`src/rtl/pipe_tx_scrambler.sv`:
```
// PCIe transmit lane scrambler between the MAC TX datapath and the PIPE TX interface.
// The Gen3 128b/130b path is compiled in only when GEN3_SCRAMBLE_EN is defined.
module pipe_tx_scrambler (
  input  logic        clk,
  input  logic        reset,
  input  logic        turnOff,
  input  logic        gen3Mode,
  input  logic [5:0]  PIPEWIDTH,
  input  logic [23:0] seedValue,
  input  logic        txDataValid,
  input  logic        txStartBlock,
  input  logic [1:0]  txSyncHeader,
  input  logic [31:0] txData,
  input  logic [3:0]  txDataK,
  output logic [31:0] PIPETxData,
  output logic [3:0]  PIPETxDataK,
  output logic        PIPETxDataValid,
  output logic        PIPETxStartBlock,
  output logic [1:0]  PIPETxSyncHeader
);

  localparam logic [15:0] SEED16 = 16'hFFFF;
  localparam logic [7:0]  K_COM  = 8'hBC;
  localparam logic [7:0]  K_SKP  = 8'h1C;

  // Galois step for x^16+x^5+x^4+x^3+1
  function automatic logic [15:0] lfsr16_step(input logic [15:0] l);
    return {l[14:5], l[4] ^ l[15], l[3] ^ l[15], l[2] ^ l[15], l[1:0], l[15]};
  endfunction

  function automatic logic [23:0] byte16(input logic [7:0] d, input logic [15:0] l,
                                         input logic scr, input logic adv);
    logic [7:0]  o;
    logic [15:0] s;
    o = d;
    s = l;
    for (int b = 0; b < 8; b++) begin
      o[b] = scr ? (d[b] ^ s[15]) : d[b];
      s    = adv ? lfsr16_step(s) : s;
    end
    return {s, o};
  endfunction

  function automatic logic [2:0] lane_count(input logic [5:0] w);
    case (w)
      6'd8:    return 3'd1;
      6'd16:   return 3'd2;
      6'd32:   return 3'd4;
      default: return 3'd0;
    endcase
  endfunction

  logic [2:0]  lanes_s;
  logic [31:0] data_s;
  logic [7:0]  byte_s;
  logic [15:0] l16_s;
  logic [23:0] r16_s;
  logic [15:0] lfsr16_r;
  logic        upd_s;
  logic        unused_s;

`ifdef GEN3_SCRAMBLE_EN
  localparam logic [1:0] HDR_DATA = 2'b10;
  localparam logic [1:0] HDR_OS   = 2'b01;
  localparam logic [7:0] OS_SKP   = 8'hAA;
  localparam logic [7:0] OS_EIEOS = 8'h00;

  // Galois step for x^23+x^21+x^16+x^8+x^5+x^2+1
  function automatic logic [22:0] lfsr23_step(input logic [22:0] l);
    return {l[21], l[20] ^ l[22], l[19:16], l[15] ^ l[22], l[14:8], l[7] ^ l[22],
            l[6:5], l[4] ^ l[22], l[3:2], l[1] ^ l[22], l[0], l[22]};
  endfunction

  function automatic logic [30:0] byte23(input logic [7:0] d, input logic [22:0] l,
                                         input logic scr, input logic adv);
    logic [7:0]  o;
    logic [22:0] s;
    o = d;
    s = l;
    for (int b = 0; b < 8; b++) begin
      o[b] = scr ? (d[b] ^ s[22]) : d[b];
      s    = adv ? lfsr23_step(s) : s;
    end
    return {s, o};
  endfunction

  logic [22:0] lfsr23_r, l23_s;
  logic [30:0] r23_s;
  logic [3:0]  blk_byte_r, bb_s;
  logic [1:0]  blk_type_r, bt_s;
  logic        skp_blk_r, skp_s;
  logic        eieos_blk_r, eie_s;
  logic        mode_r;
  logic        seeded_r;

  assign unused_s = seedValue[23];
`else
  assign unused_s = ^{gen3Mode, seedValue};
`endif

  // Walk the active lanes in time order, each lane seeing the LFSR left by the previous one
  always_comb begin
    lanes_s = lane_count(PIPEWIDTH);
    data_s  = 32'h0000_0000;
    byte_s  = 8'h00;
    l16_s   = lfsr16_r;
    r16_s   = 24'h00_0000;
    upd_s   = txDataValid && !turnOff;
`ifdef GEN3_SCRAMBLE_EN
    l23_s   = seeded_r ? lfsr23_r : seedValue[22:0];
    r23_s   = 31'h0000_0000;
    bb_s    = blk_byte_r;
    bt_s    = blk_type_r;
    skp_s   = skp_blk_r;
    eie_s   = eieos_blk_r;
`endif
    for (int i = 0; i < 4; i++) begin
      byte_s = txData[8*i +: 8];
      if (3'(i) < lanes_s) begin
        if (!upd_s) begin
          data_s[8*i +: 8] = byte_s;
`ifdef GEN3_SCRAMBLE_EN
        end else if (mode_r) begin
          if ((i == 0) && txStartBlock) begin
            bb_s = 4'd0;
            bt_s = txSyncHeader;
          end else begin
            bb_s = bb_s;
          end
          // Ordered-set kind is decided by byte 0 and governs the rest of the block
          if (bb_s == 4'd0) begin
            skp_s = (bt_s == HDR_OS) && (byte_s == OS_SKP);
            eie_s = (bt_s == HDR_OS) && (byte_s == OS_EIEOS);
          end else begin
            skp_s = skp_s;
          end
          r23_s            = byte23(byte_s, l23_s, bt_s == HDR_DATA, !skp_s);
          data_s[8*i +: 8] = r23_s[7:0];
          l23_s            = (eie_s && (bb_s == 4'd15)) ? seedValue[22:0] : r23_s[30:8];
          bb_s             = bb_s + 4'd1;
`endif
        end else if (txDataK[i] && (byte_s == K_COM)) begin
          data_s[8*i +: 8] = byte_s;
          l16_s            = SEED16;
        end else begin
          r16_s            = byte16(byte_s, l16_s, !txDataK[i], !(txDataK[i] && (byte_s == K_SKP)));
          data_s[8*i +: 8] = r16_s[7:0];
          l16_s            = r16_s[23:8];
        end
      end else begin
        data_s[8*i +: 8] = 8'h00;
      end
    end
  end

  // Registered outputs, one clock behind the inputs
  always_ff @(posedge clk or negedge reset) begin
    if (!reset) begin
      PIPETxData       <= 32'h0000_0000;
      PIPETxDataK      <= 4'h0;
      PIPETxDataValid  <= 1'b0;
      PIPETxStartBlock <= 1'b0;
      PIPETxSyncHeader <= 2'b00;
    end else begin
      PIPETxData       <= data_s;
      PIPETxDataK      <= txDataK;
      PIPETxDataValid  <= txDataValid;
      PIPETxStartBlock <= txStartBlock;
      PIPETxSyncHeader <= txSyncHeader;
    end
  end

  // Scrambler state; a mode change reloads the LFSR of the mode being entered
  always_ff @(posedge clk or negedge reset) begin
    if (!reset) begin
      lfsr16_r    <= SEED16;
`ifdef GEN3_SCRAMBLE_EN
      lfsr23_r    <= 23'h00_0000;
      seeded_r    <= 1'b0;
      mode_r      <= 1'b0;
      blk_byte_r  <= 4'd0;
      blk_type_r  <= 2'b10;
      skp_blk_r   <= 1'b0;
      eieos_blk_r <= 1'b0;
`endif
    end else begin
`ifdef GEN3_SCRAMBLE_EN
      seeded_r    <= 1'b1;
      mode_r      <= gen3Mode;
      lfsr16_r    <= (mode_r && !gen3Mode) ? SEED16 : l16_s;
      lfsr23_r    <= (!mode_r && gen3Mode) ? seedValue[22:0] : l23_s;
      blk_byte_r  <= bb_s;
      blk_type_r  <= bt_s;
      skp_blk_r   <= skp_s;
      eieos_blk_r <= eie_s;
`else
      lfsr16_r    <= l16_s;
`endif
    end
  end

endmodule

```
`config.mk`:
```
export PLATFORM = sky130hd
export DESIGN_NAME = pipe_tx_scrambler
export DESIGN_NICKNAME = d
export VERILOG_FILES = /design/src/rtl/pipe_tx_scrambler.sv
export SDC_FILE = /design/constraint.sdc
export NUM_CORES = 1
export LEC_CHECK = 0
export ABC_AREA = 1
export CORE_ASPECT_RATIO = 1.5
export CORE_UTILIZATION = 30
export DETAILED_ROUTE_END_ITERATION = 8
export PLACE_DENSITY = 0.58
export SLEW_MARGIN = 15
export SYNTH_ARGS = -nofsm -noshare
export SYNTH_HDL_FRONTEND = slang
export SYNTH_SLANG_ARGS = --single-unit
```
`constraint.sdc`:
```
create_clock -name clk -period 4.8 [get_ports clk]
set_clock_uncertainty 0.05 [all_clocks]
set_input_delay 0.96 -clock clk [delete_from_list [all_inputs] [get_ports clk]]
set_output_delay 0.96 -clock clk [all_outputs]
set_load 0.02 [all_outputs]
```
==> impl_metrics.yaml <==
routing:
  vias_per_cell: 4.840
  wirelength_um: 18400
  drtIter0Drc: 369
  avgRoutedWirePerCell_um: 14.83
  route.detailed.drc: 0
  vias: 6001
  dr.pass1.iters: 5
  ant_nets: 0
global_routing:
  grt_max_degree: 37
  antenna_found_initial: 0
  grt_pass1_vias: 5811
  grt_pass1_wl_um: 29450
  gr-total-overflow: 0
  grt.total_usage_pct: 19.76
clocking:
  cts_num_sinks: 56
  ctsResizeCount: 0
  holdBufCountCts: 0
  path_clk_slew_ps: 80
  htreeDepth: 2
  cts_root_buffer: "clkbuf_16"
  cts_tree: "yes"
  worst_skew_pair.late_latency_ps: 320
  postCtsSetupBuffers: 0
  cts_buffers: 5
  cts.path.max_buffers: 2
floorplanning:
  io_pins: 114
  num_rows: 60
  die_y_um: 169.0
  dieArea_sq_mm: 0.01916
  coreArea_sq_mm: 0.01809
  initial_core_util_pct: 30.84
  die_x_um: 113.3
final_layout:
  drive_above_1_share_pct: 11.59
  utilization_pct: 37.98
  area_growth_pct: 23.17
  final_common_cell: "nand2_1"
  final_cell_mix: "284 x nand2_1, 124 x inv_1, 96 x nand3_1"
  nets: 1065
  n_antenna_cell: 0
setup_path:
  cp-end-kind: "flip-flop"
  crit_path_frequent_cell: "nand2_1"
  required_ps: 5000
  crit_fanout: 12
  slowest_stage: "clkdlybuf4s50_1"
  crit_start: "PIPEWIDTH[0]"
  max_stage_delay_ps: 430
  critical_path_arrival_ps: 4550
  rr_startpoint: "lfsr16_r[14]"
  criticalPathCategory: "input port to flip-flop"
  start_kind: "input port"
placed_design:
  dp_hpwl_um: 14700
  portBuffers: 88
  gp_congestion: 0.9421
synth:
  synth_cells: 906
  synth_edf_count: 0
  synthTopCellsByArea: "nand2_1 19%, dfrtp_1 18%, nand3_1 8.6%, inv_1 8.3%, dfstp_2 7.5%"
  ys_types: 49
  synthesis.area_sq_mm: 0.005579
  synthArstFlopShare_pct: 100.0
  yosysWarnings: 0
  synth_top_area_share_pct: 19.11
  synth_seq_area_share_pct: 25.48
  synth_area_per_cell_sq_um: 6.158
  yosysTopAreaCell: "nand2_1"
  ys.flop_type: "dfrtp_1"
  synth_fp_nets: 980
  ys_ff_latch: 56
timing:
  worst_slew_pin_slew_ps: 787.6
  fmaxAchievable_mhz: 230.0
  period_share_pct: 90.60
  min_period_ps: 4349
  final.setup.tns_ps: 0
  slew_headroom_pct: 47.30
  rsz0062_at_grt: "false"
  fin_hold_ws_ps: 532.2
  setup_viol: 0
  final_hold_viol_count: 0
  report.final.slew_viol_count: 0
power:
  power.leakage_nw: 3.599
  vdd_ir_drop_max_mv: 0.1494
  p_per_area_mw_per_mm2: 359.6
outcome:
  status: "complete, no violations"
flow_run:
  drv_cap: 0
worst_hold_path:
  min_path_type: "input port to async pin"
## where the power goes
group | switching (mW) | internal, mW | total [mW]
registers | 0.0807 | 0.566 | 0.647
clock network | 0.201 | 0.199 | 0.400
logic | 0.928 | 0.496 | 1.42
## worst paths after layout
kind / slack, ps / end / cells after the start
min in group clk: 620 / PIPETxData[6] / 4
worst max-delay path: 450 / lfsr16_r[9] / 29
worst max register to register: 1530 / lfsr16_r[8] / 25
worst min-delay path: 530 / PIPETxData[4] / 1
max in group asynchronous: 3320 / lfsr16_r[8] / 2
worst min register to register: 620 / PIPETxData[6] / 4
## final cells by class
type / instances / area (sq um)
Inverter: 142 / 533.0
Fill cell: 1991 / 11220
Timing Repair Buffer: 99 / 958.4
Multi-Input combinational cell: 687 / 3496
Clock buffer: 5 / 125.1
Sequential cell: 56 / 1421
Clock inverter: 3 / 27.53
Tap cell: 248 / 310.3
## layer usage
layer | track usage, % | part of all wire (%) | vias up
met5 | 0 | 0 | -
met4 | 8.410 | 3.6 | 0
met3 | 2.793 | 4.2 | 37
met2 | 36.38 | 52 | 183
met1 | 22.50 | 41 | 2724
li1 | - | - | 3057
## worst max-delay path: cells and delay by family
family | cells | cell delay (ps)
buf+inv | 4 | 660
simple gates | 24 | 2770
compound gates | 1 | 150
## flip-flops by register name, indices dropped and copies added (netlist names)
name / count
PIPETxSyncHeader: 2
PIPETxStartBlock: 1
PIPETxData: 32
PIPETxDataK: 4
lfsr16_r: 16
PIPETxDataValid: 1
## metrics by stage
stage / total power [mW] / worst slack, ps / instance area [sq um] / std cells
after CTS: 2.469 / 516.5 / 6872 / 1240
after global routing: 2.689 / 117.2 / 6872 / 1240
after detailed placement: 2.060 / 194.4 / 6719 / 1232
after floorplan: 1.670 / 1559 / 5579 / 906
after global placement: 2.049 / 214.1 / 6719 / 1232
final: 2.471 / 451.3 / 6872 / 1240
## synth_stat cells (4+ instances only)
cell,number
nand3_1,96
a21oi_1,38
nand4_1,14
o211ai_1,5
clkbuf_1,9
nand2_1,284
o21ai_2,4
nand4_2,4
nor3_1,23
and3_1,4
o21ai_1,8
xnor2_1,16
o21a_1,4
o21ai_0,34
nor4_1,4
xor2_1,17
inv_1,124
dfstp_2,16
nand2_2,15
nor2_2,7
dfrtp_1,40
nand2_4,8
inv_2,18
nor2_1,64
nand3_2,11
## logic make-up (layout without fill, tap and decap cells)
logic type / count (synthesis) / count (layout) / synth area share [%]
compound gates: 104 / 104 / 10.72
simple gates: 549 / 549 / 46.47
flops: 56 / 56 / 25.48
xor+xnor: 34 / 34 / 5.472
buf+inv: 163 / 249 / 11.86
Note: power is estimated with default switching activity, not from simulation.
